===== config.mk =====
export PLATFORM = sky130hd
export DESIGN_NAME = ram_arbiter
export DESIGN_NICKNAME = d
export VERILOG_FILES = /design/src/rtl/mem_pkg.sv /design/src/rtl/arb2_pick.sv /design/src/rtl/ram_arbiter.sv
export SDC_FILE = /design/constraint.sdc
export NUM_CORES = 1
export LEC_CHECK = 0
export CAP_MARGIN = 40
export CORE_MARGIN = 4
export CORE_UTILIZATION = 39
export CTS_CLUSTER_DIAMETER = 40
export CTS_CLUSTER_SIZE = 25
export DETAILED_ROUTE_END_ITERATION = 12
export HOLD_SLACK_MARGIN = 0.15
export PLACE_DENSITY = 0.79
export SLEW_MARGIN = 20
export SYNTH_ARGS = -nofsm -noshare
export SYNTH_HDL_FRONTEND = slang
export SYNTH_SLANG_ARGS = --single-unit

===== constraint.sdc =====
create_clock -name clk -period 1.6 [get_ports clk]
set_input_delay 0.24 -clock clk [delete_from_list [all_inputs] [get_ports clk]]
set_output_delay 0.24 -clock clk [all_outputs]
set_load 0.01 [all_outputs]

===== src/rtl/mem_pkg.sv =====
// mem_pkg: RAM geometry, arbiter state encoding and port ids shared by the arbiter slice
package mem_pkg;
    localparam int ADDR_W = 4;
    localparam int DATA_W = 8;
    typedef enum logic [1:0] {IDLE = 2'd0, ACCESS = 2'd1, ACK = 2'd2} state_t;
    localparam logic PORT0 = 1'b0;
    localparam logic PORT1 = 1'b1;
endpackage


===== src/rtl/arb2_pick.sv =====
// arb2_pick: combinational two-request winner select; pref breaks a tie
module arb2_pick
    import mem_pkg::*;
(
    input  logic req0,
    input  logic req1,
    input  logic pref,
    output logic gnt_valid,
    output logic gnt_id
);
    always_comb begin
        gnt_valid = req0 | req1;
        gnt_id    = (req0 && req1) ? pref : (req1 ? PORT1 : PORT0);
    end
endmodule


===== src/rtl/ram_arbiter.sv =====
// ram_arbiter: two-port req/ack access controller for the 16x8 RAM, one access per 3 cycles
// Define RAM_ARBITER_ROUND_ROBIN_EN for round-robin arbitration; default is fixed priority to port 0.
module ram_arbiter
    import mem_pkg::*;
#(
    parameter int ADDR_W = mem_pkg::ADDR_W,
    parameter int DATA_W = mem_pkg::DATA_W
) (
    input  logic              clk,
    input  logic              rst_n,
    input  logic              p0_req,
    input  logic              p0_we,
    input  logic [ADDR_W-1:0] p0_addr,
    input  logic [DATA_W-1:0] p0_wdata,
    output logic              p0_ack,
    output logic [DATA_W-1:0] p0_rdata,
    input  logic              p1_req,
    input  logic              p1_we,
    input  logic [ADDR_W-1:0] p1_addr,
    input  logic [DATA_W-1:0] p1_wdata,
    output logic              p1_ack,
    output logic [DATA_W-1:0] p1_rdata,
    output logic [ADDR_W-1:0] ram_address,
    output logic              ram_write_en,
    output logic              ram_read_en,
    output logic [DATA_W-1:0] ram_data_in,
    input  logic [DATA_W-1:0] ram_data_out,
    output logic              busy
);
    state_t            state, state_nx;
    logic              id, we, pref, gnt_valid, gnt_id, grant;
    logic [ADDR_W-1:0] addr;
    logic [DATA_W-1:0] wdata;

    assign grant = (state == IDLE) && gnt_valid;

`ifdef RAM_ARBITER_ROUND_ROBIN_EN
    logic ptr;
    always_ff @(posedge clk or negedge rst_n) begin
        if (!rst_n)     ptr <= PORT0;
        else if (grant) ptr <= ~gnt_id;
    end
    assign pref = ptr;
`else
    assign pref = PORT0;
`endif

    arb2_pick u_pick (
        .req0      (p0_req),
        .req1      (p1_req),
        .pref      (pref),
        .gnt_valid (gnt_valid),
        .gnt_id    (gnt_id)
    );

    always_ff @(posedge clk or negedge rst_n) begin
        if (!rst_n) state <= IDLE;
        else        state <= state_nx;
    end

    always_comb begin
        state_nx = IDLE;
        state_nx = (state == IDLE)   ? (gnt_valid ? ACCESS : IDLE) :
                   (state == ACCESS) ? ACK : IDLE;
    end

    // Winner's fields are frozen here so the RAM never sees the requester ports directly
    always_ff @(posedge clk or negedge rst_n) begin
        if (!rst_n) begin
            id       <= PORT0;
            we       <= 1'b0;
            addr     <= '0;
            wdata    <= '0;
            p0_rdata <= '0;
            p1_rdata <= '0;
        end else begin
            if (grant) begin
                id    <= gnt_id;
                we    <= gnt_id ? p1_we : p0_we;
                addr  <= gnt_id ? p1_addr : p0_addr;
                wdata <= gnt_id ? p1_wdata : p0_wdata;
            end
            if (ram_read_en && id == PORT0) p0_rdata <= ram_data_out;
            if (ram_read_en && id == PORT1) p1_rdata <= ram_data_out;
        end
    end

    // Enables decode straight from state so an async reset drops them at once
    assign ram_address  = addr;
    assign ram_data_in  = wdata;
    assign ram_write_en = (state == ACCESS) && we;
    assign ram_read_en  = (state == ACCESS) && !we;
    assign p0_ack       = (state == ACK) && (id == PORT0);
    assign p1_ack       = (state == ACK) && (id == PORT1);
    assign busy         = (state != IDLE);
endmodule

After elaboration in Yosys (flattened, before gate mapping)
Index checks and enable logic that the tools add are counted.
- reductions and logical operators: 11
- equality and inequality tests: 2
- bitwise gates (word level): 2
- mux-type cells: 8
- operator list (operator ; count):
    $logic_and A1 B1 Y1 ; 8
    $mux W8 ; 1
    $mux W1 ; 4
    $mux W2 ; 2
    $mux W4 ; 1
    $eq A2 B1 Y1 const B ; 1
    $eq A2 B2 Y1 const B ; 1
    $logic_not A2 Y1 ; 1
    $reduce_bool A2 Y1 ; 1
    $logic_not A1 Y1 ; 1
    $not A1 Y1 ; 1
    $or A1 B1 Y1 ; 1
- output and inout port bits: 33
- logic and storage cells: 30
- bits of input ports: 38
- register bits: 32

Logic depth before layout (Yosys ltp)
Gate-level depths: netlist (run 1).
- depth after elaboration: 3
- mapped depth: 4
- mapped depth without buffers: 3

By module
From an unflattened synthesis (run 1), not the netlist that was laid out.
- cell total of the unflattened synthesis: 91
- area, all modules: 1421.4 um2
- by module, submodules not included (module ; area an instance (um2) ; cells an instance ; instances ; seq. area each (um2)):
    ram_arbiter ; 1403.8 ; 88 ; 1 ; 800.8
    arb2_pick ; 17.5 ; 3 ; 1 ; 0.0

Worst setup path before layout (run 1)
OpenSTA, ideal clock, no wires.
- kind: reg-to-reg
- start: register state[1]
- end: register p0_rdata[0]
- data arrival time: 1330 ps
- path slack: 146 ps
- clock period less this slack: 1454 ps
- path buffers: 1
- cell stages (with the launch flop): 5
- setup time: 125 ps
- required time: 1475 ps
- path through: dfrtp_1 nor3b_2 nor2b_1 buf_4 mux2_2
- cells in the longest elaborated chain, start to end: 3
- ends and longest elaborated chain (item ; RTL line ; source):
    start: declaration ; ram_arbiter.sv:30 ; state_t state, state_nx;
    start signal: assignment ; ram_arbiter.sv:58 ; else state <= state_nx;
    $eq A2 B1 Y1 ; ram_arbiter.sv:92 ; assign ram_read_en = (state == ACCESS) && !we;
    $logic_and A1 B1 Y1 ; ram_arbiter.sv:92 ;
    named net ram_read_en ; ram_arbiter.sv:25 ; output logic ram_read_en,
    $logic_and A1 B1 Y1 ; ram_arbiter.sv:83 ; if (ram_read_en && id == PORT0) p0_rdata <= ram_data_out;
    end signal: assignment ; ram_arbiter.sv:83 ;
    end: declaration ; ram_arbiter.sv:16 ; output logic [DATA_W-1:0] p0_rdata,
The timed path passes the listed nets, and every way through them passes these cells.
A chain may end at the register's enable or synchronous reset.

Worst setup path in the final report (run 1)
- start: register state[1]
- end: register p0_rdata[2]
- cells in the longest elaborated chain, start to end: 3
- ends and longest elaborated chain (item ; RTL line):
    $eq A2 B1 Y1 ; ram_arbiter.sv:92
    $logic_and A1 B1 Y1 ; ram_arbiter.sv:92
    $logic_and A1 B1 Y1 ; ram_arbiter.sv:83
Every way passes these cells.

==> results.toml, run 1 <==
[final_layout]
final_core_util_pct = 69.30
nFillCells = 266
antennaDiodeCount = 0
nets = 211
drive_above_1_share_pct = 40.23
finish.instance_area_um2 = 2367
multi_input_area_um2 = 628.1
area_delta_synth_final_pct = 68.33
register_area_um2 = 803.3

[logic_synthesis]
synth_seq_area_share_pct = 56.94
yosysWarnings = 0
synth_cell_types = 15
synth_top_cell_by_area = "dfrtp_1"
async_reset_ff_share_pct = 100.0
avgSynthCellArea_um2 = 15.45
synth_edf_count = 0
netlist_top_cells_count = "41 x mux2_2, 32 x dfrtp_1"
syn-num-nets = 129
synth.area.top_cells = "dfrtp_1 57%, mux2_2 33%, buf_6 1.6%"
syn_area_um2 = 1406
syn_inst = 91
synth-seq-cells = 32
synth_top_area_share_pct = 56.94
synth_most_common_cell = "mux2_2"
synth_flop_cell = "dfrtp_1"

[setup_path]
cp.depth = 5
r2r.worst_path.cells = 5
slowest_delay_ns = 0.45
r2r-end = "p0_rdata[2]"
required_ns = 1.83
cpLargestDelayFamily = "flip-flops"
crit_end = "p0_rdata[2]"
crit_type = "flip-flop to flip-flop"
crit_slowest_cell = "dfrtp_2"
cp.buffers_inverters = 2
crit_fanout = 8
start_kind = "flip-flop"
worstReg2RegStart = "state[1]"
ff2ff_setup_slack_ns = 0.03
cp_cell_sequence = "buf_6 -> nor3b_4 -> nor2b_4 -> buf_8 -> mux2_4"
cp_data_arrival_time_ns = 1.80
end_kind = "flip-flop"
crit_start = "state[1]"

[pwr]
p_total_mw = 4.387
seqPwrFrac_pct = 34.4
ir_drop_mv = 1.013
p_leak_nw = 1.008
p_clk_share_pct = 14.1
switching_power_mw = 1.347
power.density_nw_per_um2 = 1853
switching_share_pct = 30.70
p_int_mw = 3.040
power_frac_comb_pct = 51.6

[detailed_routing]
wirelength_mm = 3.539
first_iter_violations = 14
drc = 0
vias_per_cell = 4.705
ant_nets = 0
vias = 1035
wl_per_cell_um = 16.09
first_pass_iters = 3

[global_routing]
grt_pass1_vias = 1156
grt_usage_pct = 16.69
grt_pass1_wl_mm = 5.471
gr-total-overflow = 0
antenna_found_initial = 0
grt_max_degree = 33

[sta]
final-hold-violation-count = 0
max_slew_margin_pct = 73.43
fin_ws_ns = 0.03138
worst_slew_pin_slew_ns = 0.3986
final_max_slew_viol_count = 0
fmax_ghz = 0.6375
fin_crit_sh_pct = 98.04
hold_slack_ns = 0.2806
final-setup-viol-count = 0
period_needed_ns = 1.569
skew_ns = 0.003763

[cts]
clkTransAtPathRegs_ns = 0.10
clock_sinks = 32
cts_tree = "yes"
numCtsBuffers = 5
clock_path_buffers = 2
clk_latency_ns = 0.34
cts_htree_levels = 2
root_buffer = "clkbuf_4"

[place]
hpwl_mm = 2.599
dp_slack_ns = -0.1240
io_buffer_count = 70
place.gp.congestion = 0.6773
dpl_cell_area_um2 = 2190

[floorplan]
die-area_um2 = 4631
initial_utilization_pct = 41.17
die_h_um = 68.05
io_pins = 71
die_w_um = 68.05
core_um2 = 3416
core.rowCount = 21

[run]
cap_violations = 0

[worst_hold_path]
hold_path_class = "primary input to asynchronous set/reset pin"

[status]
status = "complete, no violations"
## worst min-delay path by stage
stage,from,end,slack [ns],cells past startpoint
2_1_floorplan,rst_n,id,-0.06,0
3_3_place_gp,p1_rdata[6],p1_rdata[6],0.47,1
3_5_place_dp,p1_rdata[6],p1_rdata[6],0.48,1
4_1_cts,rst_n,p0_rdata[5],0.28,2
5_1_grt,rst_n,p0_rdata[7],0.30,2
6_report,rst_n,p0_rdata[7],0.28,2
## placed cells by master (no fill, tap or decap)
master | synthesis | layout
and2_1 | 2 | 1
buf_8 | 0 | 1
bufinv_16 | 0 | 1
buf_2 | 0 | 1
inv_1 | 1 | 1
mux2_1 | 1 | 1
clkbuf_4 | 0 | 5
dlymetal6s2s_1 | 0 | 1
nor2b_4 | 0 | 2
clkinvlp_4 | 0 | 1
o21a_1 | 1 | 1
buf_6 | 2 | 2
nand2b_4 | 1 | 1
buf_12 | 0 | 2
and3b_1 | 1 | 1
clkdlybuf4s50_1 | 0 | 65
mux2_2 | 41 | 33
a21oi_1 | 2 | 2
dlygate4sd2_1 | 0 | 1
clkbuf_2 | 0 | 2
clkinv_2 | 0 | 1
buf_4 | 2 | 4
dfrtp_1 | 32 | 30
dfrtp_2 | 0 | 2
nor3b_2 | 1 | 1
nor2_4 | 0 | 1
mux2_4 | 0 | 8
and2_4 | 0 | 1
nor3b_4 | 0 | 1
## cells by family (layout without fill, tap and decap cells)
| family | Yosys count | count (layout) | synth area share [%] |
|---|---|---|---|
| simple gates | 9 | 9 | 5.249 |
| compound gates | 3 | 3 | 1.246 |
| mux | 42 | 42 | 33.63 |
| buf+inv | 5 | 88 | 2.935 |
| flops | 32 | 32 | 56.94 |
## final cells by class
type,instances,area share (%)
well taps,46,2.431
clock inverters,3,1.797
repair buffers,79,33.56
inverters,1,0.1586
clock buffers,5,1.586
flip-flops and latches,32,33.93
multi-input cells,54,26.53
## sequential cells by signal, summed over array words and instances (netlist names)
| register | flops |
|---|---|
| id | 1 |
| state | 2 |
| p0_rdata | 8 |
| p1_rdata | 8 |
| ram_data_in | 8 |
| ram_address | 4 |
| we | 1 |
## layer usage
layer | GRT usage [%] | part of all wire, % | vias up
met5 | 0 | 0 | -
met4 | 5.955 | 1.1 | 0
met3 | 9.688 | 11 | 4
met2 | 26.84 | 50 | 41
met1 | 18.25 | 38 | 509
li1 | - | - | 481
## power by group through the flow
stage	clock network, mW	logic, mW	registers, mW
2_1_floorplan	0	0.752	1.63
3_3_place_gp	0	2.01	1.46
3_5_place_dp	0	2.05	1.50
4_1_cts	0.637	2.08	1.48
5_1_grt	0.674	2.41	1.56
6_report	0.617	2.26	1.51
## through the flow
step / TNS, ns / std cells
2_1_floorplan: 0 / 91
3_3_place_gp: -1.157 / 208
3_5_place_dp: -1.243 / 208
4_1_cts: -0.1995 / 218
5_1_grt: -0.1129 / 220
6_report: 0 / 220
## timing repair
item / CTS / global route
gates resized for setup: 7 / 27
pin swaps: 1 / 1
endpoints found under the setup margin: 5 / 20
hold buffers: 0 / 0
setup buffers: 2 / 2
Note: power is estimated with default switching activity, not from simulation.
==> inputs of run 2 (changes only) <==
Settings changed: ABC_AREA from default to 1, CORE_UTILIZATION 39 to 41, GPL_ROUTABILITY_DRIVEN from default to 0, PLACE_DENSITY 0.79 to 0.8.
==> results.toml, run 2 <==
[detailed_routing]
wl_per_cell_um = 12.82
wirelength_mm = 3.999
first_iter_violations = 81
vias_per_cell = 4.824
first_pass_iters = 4
drc = 0
ant_nets = 0
vias = 1505

[cts]
clock_sinks = 32
root_buffer = "clkbuf_8"
clk_latency_ns = 0.28
numCtsBuffers = 5
cts_tree = "yes"
cts_htree_levels = 2
hold_buffers = 0
clkTransAtPathRegs_ns = 0.06
clock_path_buffers = 2

[logic_synthesis]
syn_area_um2 = 1539
syn-num-nets = 226
avgSynthCellArea_um2 = 8.186
yosysWarnings = 0
async_reset_ff_share_pct = 100.0
synth_most_common_cell = "nand2_1"
synth_top_area_share_pct = 52.03
syn_inst = 188
synth.area.top_cells = "dfrtp_1 52%, nand2_1 24%, nand4_1 6.5%"
synth_seq_area_share_pct = 52.03
synth_cell_types = 22
netlist_top_cells_count = "97 x nand2_1, 32 x dfrtp_1, 16 x nand4_1, 14 x nand3_1, 4 x nor3_1"
synth_edf_count = 0
synth_flop_cell = "dfrtp_1"
synth-seq-cells = 32
synth_top_cell_by_area = "dfrtp_1"

[floorplan]
initial_utilization_pct = 44.37
io_pins = 71
core_um2 = 3468
die_w_um = 69.27
die-area_um2 = 4798
die_h_um = 69.27
core.rowCount = 21

[setup_path]
cp_data_arrival_time_ns = 1.28
end_kind = "primary output"
start_kind = "flip-flop"
required_ns = 1.36
crit_slowest_cell = "dfrtp_1"
cpLargestDelayFamily = "buffers and inverters"
slowest_delay_ns = 0.41
crit_type = "flip-flop to primary output"
cp.buffers_inverters = 2
cp_cell_sequence = "buf_4 -> nor3_1 -> dlygate4sd2_1"
crit_fanout = 3

[sta]
hold_slack_ns = 0.3717
setup_tns_ns = 0
final-hold-violation-count = 0
worst_slew_pin_slew_ns = 0.4296
max_slew_margin_pct = 71.29
final-setup-viol-count = 0
final_max_slew_viol_count = 0
fmax_ghz = 0.6582
rsz0062_at_grt = "no"
period_needed_ns = 1.519
fin_crit_sh_pct = 94.95
skew_ns = 0.004875

[place]
io_buffer_count = 70
hpwl_mm = 2.938

[global_routing]
grt_usage_pct = 17.32
grt_max_degree = 33
antenna_found_initial = 0
grt_pass1_vias = 1516
gr-total-overflow = 0
grt_pass1_wl_mm = 6.768

[final_layout]
antennaDiodeCount = 0
drive_above_1_share_pct = 12.03
area_delta_synth_final_pct = 54.72
nets = 304
mostFrequentLayoutCell = "nand2_1"
layout_common_cells = "97 x nand2_1, 65 x clkdlybuf4s50_1, 31 x dfrtp_1, 16 x nand4_1, 14 x nand3_1"

[run]
cap_violations = 0

[pwr]
p_total_mw = 4.171
ir_drop_mv = 0.9654
power.density_nw_per_um2 = 1752
p_leak_nw = 1.184

[worst_hold_path]
hold_path_class = "primary input to asynchronous set/reset pin"

[status]
status = "complete, no violations"
-- run 2: cell count changes in the layout (fill, tap and decap cells not counted), moves of 3 or more --
| cell | before | now |
|---|---|---|
| nand2_1 | 0 | 97 |
| mux2_2 | 33 | 0 |
| nand4_1 | 0 | 16 |
| nand3_1 | 0 | 14 |
| mux2_4 | 8 | 0 |
| buf_4 | 4 | 11 |
| clkbuf_4 | 5 | 0 |
| clkbuf_8 | 0 | 5 |
| nor3_1 | 0 | 4 |
| dlygate4sd2_1 | 1 | 4 |
| inv_2 | 0 | 3 |
-- run 2: where the power goes --
part	switching, mW	internal [mW]
registers	0.244	1.20
logic	1.07	1.08
clock network	0.277	0.295
-- run 2: final timing paths --
path,start,cells after the start,to,slack (ns)
min in group clk,p1_rdata[7],2,p1_rdata[7],0.47
hold / removal,rst_n,2,p1_rdata[7],0.37
setup / recovery,state[0],3,p0_ack,0.08
max in group asynchronous,rst_n,2,state[1],0.92
hold reg to reg,p1_rdata[7],2,p1_rdata[7],0.47
setup reg to reg,state[1],5,p1_rdata[5],0.27
-- run 2: final cells by class --
class                   count  area (um^2)
fillers                   312         1087
flip-flops and latches     32        802.0
repair buffers             81        773.2
multi-input cells         141        649.4
clock buffers               6        72.57
well taps                  46        57.56
inverters                   5        21.27
clock inverters             1        5.005
-- run 2: cells by family after synthesis --
kind of cell           Yosys count  share of synthesized area (%)
AND/OR/NAND/NOR                139                          41.30
AO/OA/AOI/OAI                    2                         0.8941
buffers and inverters           15                          5.771
flip-flops                      32                          52.03
-- run 2: stage by stage --
stage	setup slack, ns	cell area, um^2	cells	utilization (%)
5_1_grt	0.01284	2381	312	68.65
3_3_place_gp	0.03037	2290	302	66.02
2_1_floorplan	0.4414	1539	188	-
3_5_place_dp	0.02522	2290	302	66.02
4_1_cts	0.02372	2387	312	68.83
6_report	0.08080	2381	312	68.65
-- run 2: timing repair --
item	4_1_cts	5_1_grt
buffers inserted	3	0
setup endpoints to repair	5	1
pin swaps	0	0
resized for setup	9	1
-- run 2: worst register-to-register path: stages, from the launching register on --
cell and delay, ns:
dfrtp_2 0.43, buf_4 0.17, nor2_8 0.24, nand3_2 0.20, nand2_1 0.11, nand2_1 0.06
-- run 2: metal layers --
layer  global-route usage, %  share of wire [%]
met1                   20.07                 41
met5                       0                  0
met4                   3.905               0.90
met3                   7.681                 11
met2                   29.34                 47
